===== src/rtl/control_sequencer_if.sv =====
// control_sequencer_if: strobe bundle between the hardwired
// control sequencer and the 32-bit datapath.
interface control_sequencer_if;
  logic        run;
  logic [31:0] ir;
  logic        mem_rdy;
  logic        PCout;
  logic        MARin;
  logic        IncPC;
  logic        PCin;
  logic        Read;
  logic        MDRin;
  logic        MDRout;
  logic        IRin;
  logic        Yin;
  logic        Zin;
  logic        Zlowout;
  logic        Zhighout;
  logic        HIin;
  logic        LOin;
  logic [15:0] reg_in;
  logic [15:0] reg_out;
  logic [3:0]  ALU_select;
  logic        instr_done;
  logic        halted;
  logic [1:0]  fault;

  modport master (
    input  run, ir, mem_rdy,
    output PCout, MARin, IncPC, PCin,
    output Read, MDRin, MDRout,
    output IRin, Yin, Zin,
    output Zlowout, Zhighout,
    output HIin, LOin,
    output reg_in, reg_out, ALU_select,
    output instr_done, halted, fault
  );

  modport slave (
    output run, ir, mem_rdy,
    input  PCout, MARin, IncPC, PCin,
    input  Read, MDRin, MDRout,
    input  IRin, Yin, Zin,
    input  Zlowout, Zhighout,
    input  HIin, LOin,
    input  reg_in, reg_out, ALU_select,
    input  instr_done, halted, fault
  );
endinterface


===== src/rtl/control_sequencer.sv =====
// control_sequencer: hardwired fetch / reg-reg execute sequencer.
// Strobes decode from the state register; T3+ also read the IR.
module control_sequencer #(
  parameter int unsigned MEM_TIMEOUT = 15
) (
  input logic                 clk,
  input logic                 clr,
  control_sequencer_if.master bus
);

  typedef enum logic [3:0] {
    S_IDLE, S_T0, S_T1, S_T2, S_T3,
    S_T4, S_T5, S_T6, S_HALT
  } state_t;

  state_t     state_q, state_d;
  logic [7:0] cnt_q, cnt_d;
  logic [1:0] fault_q, fault_d;

  logic [4:0] op;
  logic [3:0] ra, rb, rc;
  logic       is_alu, is_md, is_nop, is_hlt;
  logic       unused_ir;

  assign op = bus.ir[31:27];
  assign ra = bus.ir[26:23];
  assign rb = bus.ir[22:19];
  assign rc = bus.ir[18:15];
  assign unused_ir = ^bus.ir[14:0];

  assign is_alu = (op <= 5'd13);
  assign is_md  = (op == 5'd14) || (op == 5'd15);
  assign is_nop = (op == 5'd26);
  assign is_hlt = (op == 5'd31);

  // state, wait counter and sticky fault registers
  always_ff @(posedge clk or negedge clr) begin
    if (!clr) begin
      state_q <= S_IDLE;
      cnt_q   <= 8'd0;
      fault_q <= 2'b00;
    end else begin
      state_q <= state_d;
      cnt_q   <= cnt_d;
      fault_q <= fault_d;
    end
  end

  // next state, memory wait counting and fault capture
  always_comb begin
    state_d = state_q;
    cnt_d   = cnt_q;
    fault_d = fault_q;
    unique case (state_q)
      S_IDLE: if (bus.run) state_d = S_T0;
      S_T0:   state_d = S_T1;
      S_T1: begin
        if (bus.mem_rdy) begin
          state_d = S_T2;
          cnt_d   = 8'd0;
        end else begin
          cnt_d = cnt_q + 8'd1;
          if (cnt_d == 8'(MEM_TIMEOUT)) begin
            state_d = S_HALT;
            fault_d = 2'b10;
          end
        end
      end
      S_T2: state_d = S_T3;
      S_T3: begin
        unique case (1'b1)
          is_alu, is_md: state_d = S_T4;
          is_nop: state_d = bus.run ? S_T0 : S_IDLE;
          is_hlt: state_d = S_HALT;
          default: begin
            state_d = S_HALT;
            fault_d = 2'b01;
          end
        endcase
      end
      S_T4: state_d = S_T5;
      S_T5: begin
        if (is_md) state_d = S_T6;
        else state_d = bus.run ? S_T0 : S_IDLE;
      end
      S_T6:   state_d = bus.run ? S_T0 : S_IDLE;
      S_HALT: state_d = S_HALT;
      default: state_d = S_IDLE;
    endcase
  end

  // per-step strobes; everything idles low by default
  always_comb begin
    bus.PCout      = 1'b0;
    bus.MARin      = 1'b0;
    bus.IncPC      = 1'b0;
    bus.PCin       = 1'b0;
    bus.Read       = 1'b0;
    bus.MDRin      = 1'b0;
    bus.MDRout     = 1'b0;
    bus.IRin       = 1'b0;
    bus.Yin        = 1'b0;
    bus.Zin        = 1'b0;
    bus.Zlowout    = 1'b0;
    bus.Zhighout   = 1'b0;
    bus.HIin       = 1'b0;
    bus.LOin       = 1'b0;
    bus.reg_in     = 16'd0;
    bus.reg_out    = 16'd0;
    bus.ALU_select = 4'd0;
    bus.instr_done = 1'b0;
    bus.halted     = 1'b0;
    bus.fault      = fault_q;
    unique case (state_q)
      S_IDLE: ;
      S_T0: begin
        bus.PCout = 1'b1;
        bus.MARin = 1'b1;
        bus.IncPC = 1'b1;
        bus.Zin   = 1'b1;
      end
      S_T1: begin
        bus.Zlowout = 1'b1;
        bus.PCin    = 1'b1;
        bus.Read    = 1'b1;
        bus.MDRin   = 1'b1;
      end
      S_T2: begin
        bus.MDRout = 1'b1;
        bus.IRin   = 1'b1;
      end
      S_T3: begin
        if (is_alu || is_md) begin
          bus.reg_out = 16'd1 << rb;
          bus.Yin     = 1'b1;
        end
        if (is_nop) bus.instr_done = 1'b1;
      end
      S_T4: begin
        bus.reg_out    = 16'd1 << rc;
        bus.Zin        = 1'b1;
        bus.ALU_select = op[3:0];
      end
      S_T5: begin
        bus.Zlowout    = 1'b1;
        bus.ALU_select = op[3:0];
        if (is_md) begin
          bus.LOin = 1'b1;
        end else begin
          bus.reg_in     = 16'd1 << ra;
          bus.instr_done = 1'b1;
        end
      end
      S_T6: begin
        bus.Zhighout   = 1'b1;
        bus.HIin       = 1'b1;
        bus.instr_done = 1'b1;
        bus.ALU_select = op[3:0];
      end
      S_HALT: bus.halted = 1'b1;
      default: ;
    endcase
  end

endmodule

===== src/flat_wrapper.sv =====
// flat-port wrapper written by rule: the top's interface ports become plain ports
module control_sequencer_flat 
#(
  parameter int unsigned MEM_TIMEOUT = 15
)
  (clk, clr, bus_run, bus_ir, bus_mem_rdy, bus_PCout, bus_MARin, bus_IncPC, bus_PCin, bus_Read, bus_MDRin, bus_MDRout, bus_IRin, bus_Yin, bus_Zin, bus_Zlowout, bus_Zhighout, bus_HIin, bus_LOin, bus_reg_in, bus_reg_out, bus_ALU_select, bus_instr_done, bus_halted, bus_fault);
  control_sequencer_if bus_i ();
  input logic clk;
  input logic clr;
  input wire logic [$bits(bus_i.run)-1:0] bus_run;
  input wire logic [$bits(bus_i.ir)-1:0] bus_ir;
  input wire logic [$bits(bus_i.mem_rdy)-1:0] bus_mem_rdy;
  output wire logic [$bits(bus_i.PCout)-1:0] bus_PCout;
  output wire logic [$bits(bus_i.MARin)-1:0] bus_MARin;
  output wire logic [$bits(bus_i.IncPC)-1:0] bus_IncPC;
  output wire logic [$bits(bus_i.PCin)-1:0] bus_PCin;
  output wire logic [$bits(bus_i.Read)-1:0] bus_Read;
  output wire logic [$bits(bus_i.MDRin)-1:0] bus_MDRin;
  output wire logic [$bits(bus_i.MDRout)-1:0] bus_MDRout;
  output wire logic [$bits(bus_i.IRin)-1:0] bus_IRin;
  output wire logic [$bits(bus_i.Yin)-1:0] bus_Yin;
  output wire logic [$bits(bus_i.Zin)-1:0] bus_Zin;
  output wire logic [$bits(bus_i.Zlowout)-1:0] bus_Zlowout;
  output wire logic [$bits(bus_i.Zhighout)-1:0] bus_Zhighout;
  output wire logic [$bits(bus_i.HIin)-1:0] bus_HIin;
  output wire logic [$bits(bus_i.LOin)-1:0] bus_LOin;
  output wire logic [$bits(bus_i.reg_in)-1:0] bus_reg_in;
  output wire logic [$bits(bus_i.reg_out)-1:0] bus_reg_out;
  output wire logic [$bits(bus_i.ALU_select)-1:0] bus_ALU_select;
  output wire logic [$bits(bus_i.instr_done)-1:0] bus_instr_done;
  output wire logic [$bits(bus_i.halted)-1:0] bus_halted;
  output wire logic [$bits(bus_i.fault)-1:0] bus_fault;
  assign bus_i.run = bus_run;
  assign bus_i.ir = bus_ir;
  assign bus_i.mem_rdy = bus_mem_rdy;
  assign bus_PCout = bus_i.PCout;
  assign bus_MARin = bus_i.MARin;
  assign bus_IncPC = bus_i.IncPC;
  assign bus_PCin = bus_i.PCin;
  assign bus_Read = bus_i.Read;
  assign bus_MDRin = bus_i.MDRin;
  assign bus_MDRout = bus_i.MDRout;
  assign bus_IRin = bus_i.IRin;
  assign bus_Yin = bus_i.Yin;
  assign bus_Zin = bus_i.Zin;
  assign bus_Zlowout = bus_i.Zlowout;
  assign bus_Zhighout = bus_i.Zhighout;
  assign bus_HIin = bus_i.HIin;
  assign bus_LOin = bus_i.LOin;
  assign bus_reg_in = bus_i.reg_in;
  assign bus_reg_out = bus_i.reg_out;
  assign bus_ALU_select = bus_i.ALU_select;
  assign bus_instr_done = bus_i.instr_done;
  assign bus_halted = bus_i.halted;
  assign bus_fault = bus_i.fault;
  control_sequencer #(.MEM_TIMEOUT(MEM_TIMEOUT)) u_core (.clk(clk), .clr(clr), .bus(bus_i));
endmodule

===== config.mk =====
export PLATFORM = sky130hd
export DESIGN_NAME = control_sequencer_flat
export DESIGN_NICKNAME = d
export VERILOG_FILES = /design/src/rtl/control_sequencer_if.sv /design/src/rtl/control_sequencer.sv /design/src/flat_wrapper.sv
export SDC_FILE = /design/constraint.sdc
export NUM_CORES = 1
export LEC_CHECK = 0
export CORE_ASPECT_RATIO = 0.75
export CORE_MARGIN = 5
export CORE_UTILIZATION = 39
export CTS_CLUSTER_DIAMETER = 60
export DETAILED_ROUTE_END_ITERATION = 12
export PLACE_DENSITY = 0.88
export SYNTH_ARGS = -nofsm -noshare
export SYNTH_HDL_FRONTEND = slang
export SYNTH_SLANG_ARGS = --single-unit

===== constraint.sdc =====
create_clock -name clk -period 3.05 [get_ports clk]
set_clock_uncertainty 0.05 [all_clocks]
set_input_delay 0.4575 -clock clk [delete_from_list [all_inputs] [get_ports clk]]
set_output_delay 0.4575 -clock clk [all_outputs]
set_load 0.005 [all_outputs]

# Word-level counts from Yosys, hierarchy flattened
# Index checks and enable logic that the tools add are counted.
dict set report totals {
  memories 0
  mem_bits_ro 0
  latch_bits 0
  register_bits 14
  ram_bits 0
  output_inout_bits 54
  input_bits 36
}
dict set report op_classes {
  n_bitwise 0
  n_lt_le_gt_ge 1
  eq_ne 18
  div_mod_pow 0
  n_addsub 1
  n_reduce_logical 11
  muxes 31
  n_mul 0
  shift 3
}
# operator count
set ops {}
lappend ops {{$mux W16} 3}
lappend ops {{$shl A1 B4 Y16 const A} 3}
lappend ops {{$pmux W4 S9} 1}
lappend ops {{$pmux W16 S2} 1}
lappend ops {{$mux W4} 5}
lappend ops {{$eq A4 B3 Y1 const B} 4}
lappend ops {{$mux W1} 14}
lappend ops {{$eq A5 B4 Y1 const B} 2}
lappend ops {{$eq A5 B5 Y1 const B} 2}
lappend ops {{$add A8 B1 Y8 const B} 1}
lappend ops {{$eq A4 B2 Y1 const B} 2}
lappend ops {{$eq A8 B4 Y1 const B} 1}
lappend ops {{$mux W8} 1}
lappend ops {{$pmux W4 S2} 1}
lappend ops {{$mux W2} 3}
lappend ops {{$ne A2 B2 Y1 const B} 3}
lappend ops {{$reduce_or A2 Y1} 3}
lappend ops {{$le A5 B4 Y1 const B} 1}
lappend ops {{$eq A4 B1 Y1 const B} 1}
lappend ops {{$eq A4 B4 Y1 const B} 1}
lappend ops {{$logic_not A4 Y1} 1}
lappend ops {{$pmux W2 S2} 1}
lappend ops {{$reduce_and A4 Y1} 1}
lappend ops {{$reduce_or A4 Y1} 1}
lappend ops {{7 further kinds} 8}

# Depth between registers and ports, before layout
dict set report depth {
  depth_word 5
  mapped_depth 5
  depth_no_buf 5
}

# Worst setup path before layout
# Ideal clock, no wire load.
dict set report synth_path {
  kind {reg2out}
  from {reg u_core.state_q[3]}
  to {out bus_reg_in[0]}
  t_required_ps 2542
  stages_incl_launch_ff 6
  t_arrival_ps 1690
  path_buffers 1
  setup_slack_ps 852
  path_cell_list {dfrtp_1 -> nand2b_1 -> clkbuf_1 -> nor3b_1 -> or3b_2 -> nor3_1}
}
dict set report synth_via {
  elab_chain_len 2
}
# element line
set synth_lines {}
lappend synth_lines {{from (decl)} control_sequencer.sv:16} ;# state_t state_q, state_d;
lappend synth_lines {{from (signal assigned)} control_sequencer.sv:43} ;# state_q <= state_d;
lappend synth_lines {{$eq A4 B3 Y1} control_sequencer.sv:114} ;# unique case (state_q)
lappend synth_lines {{$mux W16} control_sequencer.sv:114}
lappend synth_lines {{to (decl)} flat_wrapper.sv:27} ;# output wire logic [$bits(bus_i.reg_in)-1:0] bus_reg_in;
# No other way between the ends.

# Final worst setup path
dict set report layout_path {
  from {in bus_ir[31]}
  to {out bus_reg_in[0]}
}
dict set report layout_via {
  elab_chain_len 4
}
# element line
set layout_lines {}
lappend layout_lines {{from (decl)} flat_wrapper.sv:11} ;# input wire logic [$bits(bus_i.ir)-1:0] bus_ir;
lappend layout_lines {{$eq A5 B4 Y1} control_sequencer.sv:32} ;# assign is_md = (op == 5'd14) || (op == 5'd15);
lappend layout_lines {{$logic_or A1 B1 Y1 *} control_sequencer.sv:32}
lappend layout_lines {{$mux W16 *} control_sequencer.sv:147} ;# if (is_md) begin
lappend layout_lines {{$mux W16 *} control_sequencer.sv:114}
# Mark *: on every way between the ends. The rest lies on a longest branch, timed or not.

==> impl_metrics.env <==
export IMPL_viasPerCell=5.55
export IMPL_leakage_nw=0.872
export IMPL_n_fill_cell=301
export IMPL_regArea_um2=350
export IMPL_switching_share=0.393
export IMPL_timing_slew_headroom=0.579
export IMPL_ant_nets=0
export IMPL_cp_slowest_cell="clkdlybuf4s50_1"
export IMPL_crit_arrival_ns=2.41
export IMPL_yosys_top_cells_count="nor2_1, nand2_1, dfrtp_1, o22ai_1, o21ai_0"
export IMPL_slew_violations=0
export IMPL_cts_sinks=14
export IMPL_cts_htree_levels=1
export IMPL_syn_inst=188
export IMPL_fp_coreArea_um2=3310
export IMPL_synthTopCellsByArea="dfrtp_1, nor2_1, o22ai_1"
export IMPL_drc_errors=0
export IMPL_peakVddDrop_mv=0.495
export IMPL_die_area_um2=4740
export IMPL_maxCapViolations=0
export IMPL_synth_seq_cells=14
export IMPL_io_buffers=74
export IMPL_worstMarginPinSlew_ns=0.629
export IMPL_clk_pin_slew_ns=0.06
export IMPL_routedWlPerCell_um=14.6
export IMPL_fmax_mhz=343
export IMPL_comb_power_share=0.585
export IMPL_netlist_area_um2=1350
export IMPL_worstSetupStartpointType="primary input"
export IMPL_timing_final_crit_share=0.956
export IMPL_grt_antenna_before_repair=0
export IMPL_p_sw_w=0.000494
export IMPL_syn_nets=226
export IMPL_status="finished clean"
export IMPL_pwr_share_seq=0.271
export IMPL_grt_pass1_vias=1484
export IMPL_clockRootBuffer="clkbuf_8"
export IMPL_syn_to_final_growth_pct=64.6
export IMPL_place_congestion=0.839
export IMPL_grt_pass1_wl_um=6790
export IMPL_ios=90
export IMPL_initial_utilization=0.407
export IMPL_avgSynthCellArea_um2=7.17
export IMPL_synth_ff_type="dfrtp_1"
export IMPL_synth_cell_types=40
export IMPL_cp_max_fo=4
export IMPL_place_hpwl_um=3530
export IMPL_crit_required_ns=2.54
export IMPL_drt_iter0_drc=62
export IMPL_vias=1686
export IMPL_first_pass_iters=4
export IMPL_cts_tree="yes"
export IMPL_crit_type="primary input to output port"
export IMPL_yosysTopAreaCellShare=0.260
export IMPL_row_count=18
export IMPL_yosysTopAreaCell="dfrtp_1"
export IMPL_die_w_um=77.9
export IMPL_synth_edf_count=0
export IMPL_fin_area_um2=2220
export IMPL_antenna_cells=0
export IMPL_crit_path_end_kind="output port"
export IMPL_hold_violations=0
export IMPL_final_layout_size_suffix_gt1_frac=0.0833
export IMPL_stdcell_count=304
export IMPL_yosysMostFrequentCell="nor2_1"
export IMPL_dpl_instance_area_um2=2160
export IMPL_clockBufferDepth=2
export IMPL_crit_path_frequent_cell="clkdlybuf4s50_1"
export IMPL_multi_input_area_um2=887
export IMPL_nets=303
export IMPL_clk_latency_ns=0.25
export IMPL_crit_path_max_incr_delay_ns=0.54
export IMPL_grt_max_degree=18
export IMPL_power_density_nw_per_um2=566
export IMPL_pwr_share_clk=0.144
export IMPL_track_usage=0.176
export IMPL_synth_yosys_warnings=0
export IMPL_drt_total_wl_um=4430
export IMPL_grt_overflow=0
export IMPL_yosysSeqAreaShare=0.260
export IMPL_synthArstFlopShare=1.00
export IMPL_setup_viol=0
export IMPL_place_inst=300
export IMPL_min_period_ns=2.92
export IMPL_rsz0062_at_grt="false"
export IMPL_cell_internal_pwr_w=0.000762
export IMPL_die_height_um=60.9
export IMPL_min_delay_path_class="register to register"
export IMPL_cts_buffers=3
export IMPL_cp_cell_sequence="clkdlybuf4s50_1, nand4b_1, nor3b_2, or3b_4, nor3_1, clkdlybuf4s50_1"
[layer usage]
metal | up-vias | share of wire | track usage | wire (um)
met5 | - | 0 | 0 | 0
met2 | 76 | 0.46 | 0.282 | 2030
met4 | 0 | 0.0095 | 0.0466 | 42
met1 | 771 | 0.44 | 0.241 | 1940
met3 | 9 | 0.096 | 0.0415 | 423
li1 | 830 | - | - | -
[sequential cells by signal (all words and copies together), names as in the netlist]
| signal | flops |
|---|---|
| u_core.cnt_q | 8 |
| u_core.state_q | 4 |
| u_core.bus.fault | 2 |
[placed cells by master, fill, tap and decap left out, types with 4 or more instances in the layout]
master,netlist,layout
inv_1,10,10
a21oi_1,5,5
nand3_1,5,5
nor3_1,10,10
dfrtp_1,14,14
nand2b_1,8,8
a32o_1,4,4
nand2_1,17,17
o21ai_0,11,11
clkbuf_8,0,4
nor2b_1,4,4
nand3b_1,7,7
and2_1,4,4
buf_4,6,13
nor4_1,6,6
clkdlybuf4s50_1,0,74
nor2_1,25,25
o22ai_1,13,13
[metrics by stage]
stage	TNS, ns	hold slack, ns	total power, W	setup slack [ns]	util
floorplan	0	0.112	0.000759	0.852	-
global placement	0	0.433	0.00104	0.0472	0.651
detailed placement	-0.00612	0.447	0.00107	-0.00612	0.651
CTS	0	0.465	0.00126	0.0513	0.669
global route	0	0.495	0.00136	0.0418	0.670
finish	0	0.460	0.00126	0.134	0.670
[worst max-delay path: cells and delay by family]
family	cells	cell delay [ns]
and+or+nand+nor	4	0.92
buffers and inverters	2	1.02
[final timing paths]
kind	to	cells past startpoint	slack, ns	start
setup reg to reg	u_core.cnt_q[6]	6	0.87	u_core.state_q[0]
max in group asynchronous	u_core.cnt_q[6]	1	1.99	clr
min in group asynchronous	u_core.cnt_q[1]	1	0.55	clr
hold reg to reg	u_core.bus.fault[1]	1	0.46	u_core.bus.fault[1]
setup / recovery	bus_reg_in[0]	6	0.13	bus_ir[31]
hold / removal	u_core.bus.fault[1]	1	0.46	u_core.bus.fault[1]
[cell type report]
type,instances,area share
inverter,10,0.0169
clock buffer,4,0.0248
sequential,14,0.158
multi-input combinational,149,0.400
timing repair buffer,87,0.378
tap,40,0.0226
[repair_timing]
item / 4_1_cts / 5_1_grt
endpoints found under the hold margin: 0 / 0
setup endpoints to repair: 1 / 1
buffers inserted: 0 / 0
gates resized for setup: 1 / 1
hold buffers: 0 / 0
[power by group through the flow]
stage                     sequential, W  combinational [W]  clock (W)
after detailed placement       0.000340           0.000729          0
final                          0.000340           0.000735   0.000181
after CTS                      0.000338           0.000736   0.000186
after global routing           0.000354           0.000814   0.000193
after global placement         0.000334           0.000708          0
after floorplan                0.000324           0.000434          0
[cell families (layout without fill, tap and decap cells)]
| family | count (synthesis) | count (layout) | share of synthesized area |
|---|---|---|---|
| multiplexers | 3 | 3 | 0.0223 |
| adder cells (fa/ha/maj) | 2 | 2 | 0.0186 |
| buffers and inverters | 25 | 101 | 0.0873 |
| flip-flops | 14 | 14 | 0.260 |
| XOR/XNOR | 2 | 2 | 0.0130 |
| AND/OR/NAND/NOR | 102 | 102 | 0.409 |
| AO/OA/AOI/OAI | 40 | 40 | 0.190 |
Note: power is estimated with default switching activity, not from simulation.
